==> src/rtl/led_sequencer.sv <==
// led_sequencer: round-robin arbitrated LED blinker; each grant runs N tick-timed
// ON/OFF blinks followed by an enforced dark GAP, with all outputs registered.
module led_sequencer #(
  parameter int TICK_DIV  = 5,
  parameter int ON_TICKS  = 2,
  parameter int OFF_TICKS = 2,
  parameter int GAP_TICKS = 4
) (
  input  logic       CLK,
  input  logic       RST_N,
  input  logic [1:0] REQ,
  input  logic [3:0] CNT0,
  input  logic [3:0] CNT1,
  output logic [1:0] GNT,
  output logic       BUSY,
  output logic       DONE,
  output logic       LED0
);
  localparam int PW = TICK_DIV > 1 ? $clog2(TICK_DIV) : 1;
  localparam logic [1:0] S_IDLE = 2'd0, S_ON = 2'd1, S_OFF = 2'd2, S_GAP = 2'd3;
  logic [1:0] state_q, state_d, gnt_q, gnt_d;
  logic [PW-1:0] presc_q, presc_d;
  logic [7:0] tcnt_q, tcnt_d, lim;
  logic [3:0] rem_q, rem_d, cnt_sel;
  logic ptr_q, ptr_d, busy_q, done_q, done_d, led_q, tick, last, pick0;
  always_comb begin
    tick = presc_q == PW'(TICK_DIV - 1);
    lim = state_q == S_ON ? 8'(ON_TICKS - 1) : state_q == S_OFF ? 8'(OFF_TICKS - 1) : 8'(GAP_TICKS - 1);
    last = tick && tcnt_q == lim;
    // ptr_q holds the last-granted requester; requester 0 wins a tie only if 1 went last
    pick0 = REQ[0] && (!REQ[1] || ptr_q);
    cnt_sel = pick0 ? CNT0 : CNT1;
    state_d = state_q;
    presc_d = (state_q == S_IDLE || tick) ? '0 : presc_q + 1'b1;
    tcnt_d = state_q == S_IDLE ? '0 : tick ? tcnt_q + 8'd1 : tcnt_q;
    rem_d = rem_q;
    ptr_d = ptr_q;
    gnt_d = 2'b00;
    done_d = 1'b0;
    case (state_q)
      S_IDLE: if (|REQ) begin
        gnt_d = pick0 ? 2'b01 : 2'b10;
        ptr_d = !pick0;
        rem_d = cnt_sel;
        state_d = cnt_sel == 4'd0 ? S_GAP : S_ON;
      end
      S_ON: if (last) begin
        rem_d = rem_q - 4'd1;
        state_d = rem_q == 4'd1 ? S_GAP : S_OFF;
      end
      S_OFF: if (last) state_d = S_ON;
      default: if (last) begin
        state_d = S_IDLE;
        done_d = 1'b1;
      end
    endcase
    if (last) tcnt_d = '0;
  end
  always_ff @(posedge CLK or negedge RST_N) begin
    if (!RST_N) begin
      state_q <= S_IDLE;
      presc_q <= '0;
      tcnt_q <= '0;
      rem_q <= '0;
      ptr_q <= 1'b1;
      gnt_q <= 2'b00;
      busy_q <= 1'b0;
      done_q <= 1'b0;
      led_q <= 1'b0;
    end else begin
      state_q <= state_d;
      presc_q <= presc_d;
      tcnt_q <= tcnt_d;
      rem_q <= rem_d;
      ptr_q <= ptr_d;
      gnt_q <= gnt_d;
      busy_q <= state_d != S_IDLE;
      done_q <= done_d;
      led_q <= state_d == S_ON;
    end
  end
  assign GNT = gnt_q;
  assign BUSY = busy_q;
  assign DONE = done_q;
  assign LED0 = led_q;
endmodule

==> config.mk <==
export PLATFORM = sky130hd
export DESIGN_NAME = led_sequencer
export DESIGN_NICKNAME = d
export VERILOG_FILES = /design/src/rtl/led_sequencer.sv
export SDC_FILE = /design/constraint.sdc
export NUM_CORES = 1
export LEC_CHECK = 0
export CAP_MARGIN = 20
export CORE_ASPECT_RATIO = 0.7
export CORE_MARGIN = 2
export CORE_UTILIZATION = 56
export DETAILED_ROUTE_END_ITERATION = 8
export DONT_BUFFER_PORTS = 1
export GPL_TIMING_DRIVEN = 0
export PLACE_DENSITY = 0.75
export SLEW_MARGIN = 10
export SYNTH_ARGS = -nofsm -noshare
export SYNTH_HDL_FRONTEND = slang
export SYNTH_SLANG_ARGS = --single-unit
==> constraint.sdc <==
create_clock -name CLK -period 1.8 [get_ports CLK]
set_clock_uncertainty 0.05 [all_clocks]
set_input_delay 0.36 -clock CLK [delete_from_list [all_inputs] [get_ports CLK]]
set_output_delay 0.36 -clock CLK [all_outputs]
set_load 0.005 [all_outputs]
==> metrics, run 1 <==
status=finished, violations left; failing checks=setup timing; pwr/cell area=1360 nW/µm²; die footprint=2890 µm²; Fin Hold WS=0.0400 ns; I/O Pins=17; worst skew pair latency=0.32 ns; Max Cap Violations=0; Layout area overhead=21.3%; CTS root buffer=clkbuf_4; Crit-path slowest cell=or4_1; final worst path period share=1.07; Pins Over Slew Limit=0; number of synthesized flops with an enable pin=0; DR iter-0 viols=58; IO Port Bufs=0; std cell rows=15; cell breakdown of the critical path=inv_2, ha_4, xor2_4, nand4_4, or4_1, o21a_1, o31ai_2; PnR Total Power=0.00229 W; met2 usage=0.345; worst slew pin tran=0.528 ns; Worst Hold Class=in -> reg; H-tree levels=1; starting density of the core=0.577; CTS Buf Count=3; Post-route DRC=0; via count=1,182; ant diodes=0; Core Region=2400 µm²; worst setup path class=reg -> reg; DR pass1 iterations=4; number of global-route vias before repair=1,052; VDD IR max=0.857 mV; Static Leakage=0.710 nW; ys async rst share=1.00; Post-Synthesis Cells=148; WP data arrival=2.10 ns; layout net count=186; ANT nets after route=0; crit-path max FO=4; Final GP Congestion=0.839; wire per inst=16.1 µm; first-pass GRT wire length=4910 µm; clk buf depth=2; unique cell type count in the Yosys netlist=43; Final WS setup=-0.120 ns; die height=45.6 µm; CTS tree=yes; Startpoint Class=register; Crit. End Element=register; gr ovfl total=0; Req. time, crit path=1.98 ns; vias per cell=5.97; largest net degree at the start of global routing=24; minimum clock period=1.92 ns; layout cell share with drive strength beyond 1=0.274; clock sinks=23; Synth Area per Inst=9.36 µm²; Critical Path Max Stage Delay=0.49 ns; Synth Warn #=0; GR Layer Usage met3=0.0668; synthesized net count=169; Synth Flop Type=dfrtp_1; Setup violations, final=7; Total Neg Setup Slack=-0.612 ns; final wirelength=3180 µm; Total GRT Usage=0.226; post-synthesis sequential area ratio=0.416; Mapped Area=1390 µm²; hpwl dp=2100 µm; Peak Freq=521 MHz; met1 usage=0.312; RSZ-0062 raised after global routing=yes; Fin. Hold Viols=0; GRT Max-Usage Layer=met2; die width=63.4 µm; antenna violations before repair=0; Rel. slew slack=0.647; Yosys reg bits=23; Clock transition at path regs=0.13 ns
cell type report:
cell class	count	area [µm²]
plain buffers	3	22.5
clock buffers	3	22.5
clock inverters	1	7.51
fillers	191	722
inverters	12	45.0
multi-input cells	108	845
flip-flops and latches	23	577
well taps	34	42.5
repair buffers	14	119
power by group:
part / internal, W / total [W] / switching, W
Combinational: 0.000561 / 0.00124 / 0.000681
Clock: 0.0000851 / 0.000249 / 0.000164
Sequential: 0.000673 / 0.000798 / 0.000125
Total: 0.00132 / 0.00229 / 0.000969
per-layer routing:
layer,part of all wire,up-vias
met5,0,-
met1,0.46,573
met2,0.48,37
li1,-,564
met3,0.052,8
met4,0.015,0
Yosys cell counts (2+ instances only):
library cell  number  area (µm²)
and2_1             2        12.5
o32a_1             2        20.0
xor2_1             2        17.5
o211ai_1           2        15.0
nand2_1           10        37.5
o21ai_0            9        45.0
ha_1               9         113
nor4b_1            2        17.5
a31oi_1            2        12.5
a21oi_1           14        70.1
inv_1             12        45.0
dfrtp_1           22         551
nand2b_1           2        12.5
nor4_1             3        18.8
clkbuf_1           3        11.3
nor3_1             3        15.0
nor2_1            12        45.0
or3_1              4        25.0
nand3_1            6        30.0
mux2i_1            3        30.0
and3_1             2        12.5
through the flow:
step / util / cell area [µm²] / setup WS [ns] / std cells
3_5_place_dp: 0.605 / 1450 / -0.410 / 182
4_1_cts: 0.671 / 1610 / -0.109 / 196
3_3_place_gp: 0.605 / 1450 / -0.288 / 182
2_1_floorplan: - / 1410 / -0.0181 / 148
5_1_grt: 0.699 / 1680 / -0.203 / 198
6_report: 0.699 / 1680 / -0.120 / 198
kinds of logic (layout without fill, tap and decap cells):
logic type	after synthesis	count (layout)	share of synthesized area
and+or+nand+nor	55	55	0.237
AOI/OAI and AO/OA	37	37	0.163
DFF	23	23	0.416
buffers and inverters	17	33	0.0542
adders and majority gates	9	9	0.0813
muxes	4	4	0.0298
xor gates and xnor gates	3	3	0.0190
worst paths after layout:
kind	start	endpoint	slack, ns	cells after the start
setup / recovery	state_q[0]	rem_q[0]	-0.12	7
hold reg to reg	presc_q[0]	presc_q[0]	0.50	2
hold / removal	REQ[0]	ptr_q	0.04	1
max in group asynchronous	RST_N	presc_q[0]	0.91	2
min in group asynchronous	RST_N	tcnt_q[5]	0.35	1
setup reg to reg	state_q[0]	rem_q[0]	-0.12	7
registers in the layout, indices dropped and copies added, names as in the netlist:
| signal | cells |
|---|---|
| tcnt_q | 8 |
| rem_q | 4 |
| presc_q | 3 |
| GNT | 2 |
| state_q | 2 |
| BUSY | 1 |
| DONE | 1 |
| LED0 | 1 |
| ptr_q | 1 |
critical path, delay by kind of cell (launching register included):
kind            cells  cell delay (ns)
simple gates        2             0.63
flops               1             0.40
fa+ha+maj           1             0.28
compound gates      2             0.21
xor+xnor            1             0.18
buf+inv             1             0.06
placed cells by master (no fill, tap or decap), drive strengths merged:
cell type / count
a21boi: 1
a21oi: 14
a22oi: 1
a31oi: 2
and2: 2
and3: 3
and4: 1
buf: 15
clkbuf: 4
clkinvlp: 1
dfrtp: 22
dfstp: 1
dlygate4sd3: 1
ha: 9
inv: 12
mux2: 1
mux2i: 3
nand2: 10
nand2b: 2
nand3: 6
nand4: 2
nand4b: 1
nor2: 12
nor3: 4
nor4: 3
nor4b: 3
o211ai: 2
o21a: 1
o21ai: 11
o21ba: 1
o22a: 1
o31ai: 1
o32a: 2
or2: 1
or3: 4
or4: 1
xnor2: 1
xor2: 2
timing repair:
item                                    4_1_cts  5_1_grt
hold endpoints to repair                     23        0
pin swaps                                     5        7
hold buffers                                  1        0
endpoints found under the setup margin       11       12
gates resized for setup                      13       14
buffers inserted                             10        2
Note: power is estimated with default switching activity, not from simulation.
==> inputs of run 2 (changes only) <==
- CAP_MARGIN: 20 -> default
- CORE_UTILIZATION: 56 -> 49
- DONT_BUFFER_PORTS: 1 -> default
==> run 2 against run 1 <==
Against the previous run: the flow still finishes with violations (setup timing); die area rose by 13%; critical path depth did not move; maximum frequency up 0.37%; critical path type unchanged; largest cell class unchanged.
==> metrics, run 2 (synthesized netlist as in run 1, its figures left out) <==
ANT nets after route=0 (unchanged); final worst path period share=1.06 (-0.00390); number of global-route vias before repair=1,209 (+15%); hpwl dp=2190 µm (+4.5%); Req. time, crit path=1.93 ns (-0.05 ns); vias per cell=5.61 (-6.1%); GR Layer Usage met3=0.0674 (+0.000610); ant diodes=0 (unchanged); failing checks=setup timing; IO Port Bufs=16 (+16); final wirelength=3390 µm (+6.6%); WP data arrival=2.04 ns (-0.06 ns); DR pass1 iterations=4 (unchanged); status=finished, violations left; flop-to-flop setup slack=-0.11 ns (about the same); Fin. Hold Viols=0 (unchanged); Static Leakage=0.802 nW (+13%); wire per inst=15.6 µm (-2.8%); max FFs per register=8 (unchanged); commonest non-fill, non-tap cells in the layout=22 x dfrtp_1, 14 x clkdlybuf4s50_1, 14 x buf_4, 12 x nor2_1; met2 usage=0.333 (-0.0119); starting density of the core=0.505 (-0.0715); Layout area overhead=34.9%; Total Neg Setup Slack=-0.248 ns (+0.364 ns); Clock transition at path regs=0.08 ns (-0.05 ns); CTS root buffer=clkbuf_8; most common cell after layout, fill and taps aside=dfrtp_1; first-pass GRT wire length=5480 µm (+12%); gr ovfl total=0 (unchanged); Total GRT Usage=0.224 (-0.00202); CTS tree=yes; Core Region=2740 µm² (+14%); pwr/cell area=1350 nW/µm² (-0.79%); Peak Freq=523 MHz (+0.37%); CTS Buf Count=3 (unchanged); Pins Over Slew Limit=0 (unchanged); Post-route DRC=0 (unchanged); std cell rows=16 (+1); die height=48.5 µm (+6.3%); worst setup path class=reg -> reg; Largest Register=tcnt_q; antenna violations before repair=0 (unchanged); Post-Layout Cell Count=217 (+9.6%); die width=67.5 µm (+6.5%); RSZ-0062 raised after global routing=yes; met1 usage=0.318 (+0.00523); via count=1,217 (+3.0%); Max Cap Violations=0 (unchanged); VDD IR max=0.827 mV (-3.5%); crit-path max FO=6 (+2); layout net count=203 (+9.1%); Startpoint Class=register; die footprint=3270 µm² (+13%); Setup violations, final=5 (-2); GRT Max-Usage Layer=met2; minimum clock period=1.91 ns (-0.00703 ns); Final GP Congestion=0.818 (-2.4%); largest net degree at the start of global routing=24 (unchanged); H-tree levels=1 (unchanged); Final WS setup=-0.113 ns (+0.00703 ns); layout cell share with drive strength beyond 1=0.260 (-0.0147); Worst Hold Class=in -> reg; Crit. End Element=register; worst slew pin tran=1.03 ns (+0.504 ns); top flop regs=tcnt_q x8, rem_q x4, presc_q x3; worst skew pair latency=0.27 ns (-0.05 ns); Filler cells=196 (+2.6%); CTS Hold Buffers Added=0 (-1); clock sinks=23 (unchanged); number of instances in the placed design=200 (+9.9%); clk buf depth=2 (unchanged); I/O Pins=17 (unchanged); DR iter-0 viols=56 (-3.4%); Rel. slew slack=0.310 (-0.337)
## run 2: changes by cell type in the layout (fill, tap and decap cells not counted), moves of 2 or more
cell	delta
o21ai_2	-2
clkbuf_4	-3
nand3_1	-2
nand3_2	+2
buf_4	+2
clkdlybuf4s50_1	+14
clkbuf_8	+3
## run 2: final cells by class
| type | instances | area (µm²) | area share |
|---|---|---|---|
| inverters | 12 | 45.0 | 0.0241 |
| well taps | 36 | 45.0 | 0.0241 |
| flip-flops and latches | 23 | 577 | 0.309 |
| repair buffers | 31 | 278 | 0.149 |
| multi-input cells | 108 | 857 | 0.459 |
| plain buffers | 3 | 20.0 | 0.0107 |
| clock inverters | 1 | 5.00 | 0.00268 |
| clock buffers | 3 | 41.3 | 0.0221 |
## run 2: worst max-delay path, cell delays in order, from the launching register on
cell and delay [ns]:
dfrtp_1 0.41, inv_2 0.07, ha_4 0.29, xor2_4 0.17, nand4_4 0.15, or4_1 0.51, o21a_1 0.12, o31ai_1 0.06
## run 2: worst paths after layout
check,start,endpoint,depth (start not counted)
hold / removal,REQ[0],ptr_q,2
max in group asynchronous,RST_N,tcnt_q[4],1
min in group asynchronous,RST_N,rem_q[0],1
hold reg to reg,ptr_q,ptr_q,2
setup / recovery,state_q[0],rem_q[0],7
setup reg to reg,state_q[0],rem_q[0],7
## run 2: timing repair
action	CTS	global route
setup buffers	8	7
pin swaps	3	3
hold endpoints to repair	0	0
gates cloned	0	0
endpoints found under the setup margin	11	13
gates resized for setup	11	17
## run 2: power by group
group / total [W] / internal [W] / switching, W
Clock: 0.000319 / 0.000154 / 0.000164
Combinational: 0.00141 / 0.000690 / 0.000724
Sequential: 0.000791 / 0.000674 / 0.000117
Total: 0.00252 / 0.00152 / 0.00101
## run 2: per-layer routing
layer | vias to the layer above | part of all wire
met5 | - | 0
met4 | 0 | 0.0065
met3 | 4 | 0.052
met2 | 36 | 0.48
met1 | 579 | 0.46
li1 | 598 | -
## run 2: per-stage QoR
stage	instance area, µm²	util	hold WS [ns]	power [W]	setup WS (ns)
final	1870	0.681	0.441	0.00252	-0.113
after global routing	1870	0.681	0.454	0.00273	-0.234
after CTS	1760	0.641	0.479	0.00232	-0.0781
after detailed placement	1620	0.589	0.423	0.00180	-0.470
after global placement	1620	0.589	0.405	0.00176	-0.413
after floorplan	1410	-	0.0144	0.00150	-0.0181
==> inputs of run 3 (changes only) <==
- CORE_UTILIZATION: 49 -> 57
- PLACE_DENSITY: 0.75 -> 0.82
- clock period: 1.8 -> 2.22 ns (I/O delays scaled with it)
==> run 3 against run 2 <==
Against the previous run: the run now ends clean; cell count decreased by 8.3%; global-route usage up 1.1 points; worst hold slack better by 0.0030 ns; critical path type unchanged; critical endpoint is now LED0; highest routed layer unchanged.
==> metrics, run 3 (synthesized netlist as in run 1, its figures left out) <==
WP data arrival=2.23 ns (+0.19 ns); Sw Ratio=0.409 (+0.0110); vias per cell=5.93 (+5.8%); top sig layer=met4; die footprint=2850 µm² (-13%); top flop regs=tcnt_q x8, rem_q x4, presc_q x3; via count=1,181 (-3.0%); largest net degree at the start of global routing=24 (unchanged); worst slew pin tran=1.00 ns (-0.0317 ns); clock power share=0.119 (-0.007); Total GRT Usage=0.235 (+0.0108); antenna violations before repair=0 (unchanged); RSZ-0062 raised after global routing=no; commonest non-fill, non-tap cells in the layout=22 x dfrtp_1, 16 x clkdlybuf4s50_1, 13 x a21oi_1, 12 x inv_1, 12 x nor2_1; CTS Buf Count=3 (unchanged); Total Neg Setup Slack=0 ns (+0.248 ns); Max Cap Violations=0 (unchanged); CTS Hold Buffers Added=0 (unchanged); starting density of the core=0.623 (+0.118); Clock transition at path regs=0.12 ns (+0.04 ns); die width=62.9 µm (-6.8%); Setup violations, final=0 (-5); die height=45.2 µm (-6.7%); post-cts repair resize count=0 (-11); DR pass1 iterations=4 (unchanged); Post-route DRC=0 (unchanged); CTS root buffer=clkbuf_4; first-pass GRT wire length=5000 µm (-8.8%); final worst path period share=0.927 (-0.136); H-tree levels=1 (unchanged); DR iter-0 viols=86 (+54%); Final GP Congestion=0.845 (+3.3%); Rel. slew slack=0.331 (+0.0212); number of global-route vias before repair=1,054 (-13%); most common cell after layout, fill and taps aside=dfrtp_1; worst slack, placed=-0.103 ns (+0.368 ns); Layout area overhead=16.9%; # Post-CTS Setup Buffers=0 (-8); ANT nets after route=0 (unchanged); wire per inst=15.3 µm (-2.2%); Largest Register=tcnt_q; Fin. Hold Viols=0 (unchanged); Worst Hold Class=reg -> reg; minimum clock period=2.06 ns (+0.145 ns); hpwl dp=2250 µm (+2.6%); status=finished, final reports clean; fin area=1620 µm² (-13%); layout net count=189 (-6.9%); worst setup path class=reg -> reg; max FFs per register=8 (unchanged); layout cell share with drive strength beyond 1=0.0958 (-0.164); clock sinks=23 (unchanged); Fin Hold WS=0.444 ns (+0.00304 ns); Peak Freq=486 MHz (-7.1%); Pins Over Slew Limit=0 (unchanged); CTS tree=yes; Crit. End Element=register; combinational share of power=0.489 (-0.071); Reg power frac=0.392 (+0.079); ant diodes=0 (unchanged); Startpoint Class=register; PnR Total Power=0.00164 W (-35%); WL met1=1440 µm (-7.4%); IO Port Bufs=16 (unchanged); clk buf depth=2 (unchanged); Core Region=2220 µm² (-19%); VDD IR max=0.695 mV (-16%); Req. time, crit path=2.39 ns (+0.46 ns); I/O Pins=17 (unchanged); Int Pwr=0.000969 W (-36%); Placed Area=1590 µm² (-1.9%); gr ovfl total=0 (unchanged); pwr/cell area=1010 nW/µm² (-25%); Static Leakage=0.693 nW (-14%); met3 WL post-DR=170 µm (-3.4%); Final WS setup=0.162 ns (+0.275 ns); metal2 WL=1400 µm (-14%); worst skew pair latency=0.33 ns (+0.06 ns); P_sw=0.000671 W (-33%); final wirelength=3040 µm (-10%); crit-path max FO=10 (+4); std cell rows=14 (-2)
[run 3: through the flow]
| step | std cells | util |
|---|---|---|
| after global routing | 199 | 0.728 |
| after CTS | 200 | 0.724 |
| final | 199 | 0.728 |
| after detailed placement | 196 | 0.713 |
| after floorplan | 148 | - |
| after global placement | 196 | 0.713 |
[run 3: power groups by stage]
stage                     Combinational, W  Sequential, W  Clock, W
after floorplan                   0.000550       0.000628         0
after CTS                         0.000783       0.000641  0.000201
after global placement            0.000743       0.000640         0
after detailed placement          0.000774       0.000650         0
after global routing              0.000896       0.000657  0.000220
final                             0.000802       0.000642  0.000196
[run 3: final cells by class]
cell class / instances / area, µm²
clock buffers: 4 / 26.3
multi-input cells: 108 / 744
fillers: 181 / 606
well taps: 32 / 40.0
flip-flops and latches: 23 / 577
repair buffers: 16 / 160
inverters: 12 / 45.0
plain buffers: 4 / 26.3
[run 3: critical path, stage by stage (launching register included)]
cell and delay (ns):
dfrtp_1 0.44, inv_1 0.09, ha_1 0.33, xor2_2 0.19, and4_2 0.24, buf_4 0.16
nor2_1 0.06, o22a_1 0.21, o21ba_1 0.18
[run 3: worst paths after layout]
| kind | from | endpoint | slack [ns] | cells past startpoint |
|---|---|---|---|---|
| setup reg to reg | state_q[0] | LED0 | 0.16 | 8 |
| max in group asynchronous | RST_N | rem_q[3] | 0.91 | 1 |
| hold / removal | presc_q[0] | presc_q[0] | 0.44 | 1 |
| setup / recovery | state_q[0] | LED0 | 0.16 | 8 |
| min in group asynchronous | RST_N | tcnt_q[0] | 0.60 | 1 |
| hold reg to reg | presc_q[0] | presc_q[0] | 0.44 | 1 |
[run 3: metal layers]
metal  vias up  global-route usage
li1        567                   -
met1       573               0.337
met2        37               0.366
met3         4              0.0673
met4         0              0.0400
met5         -                   0
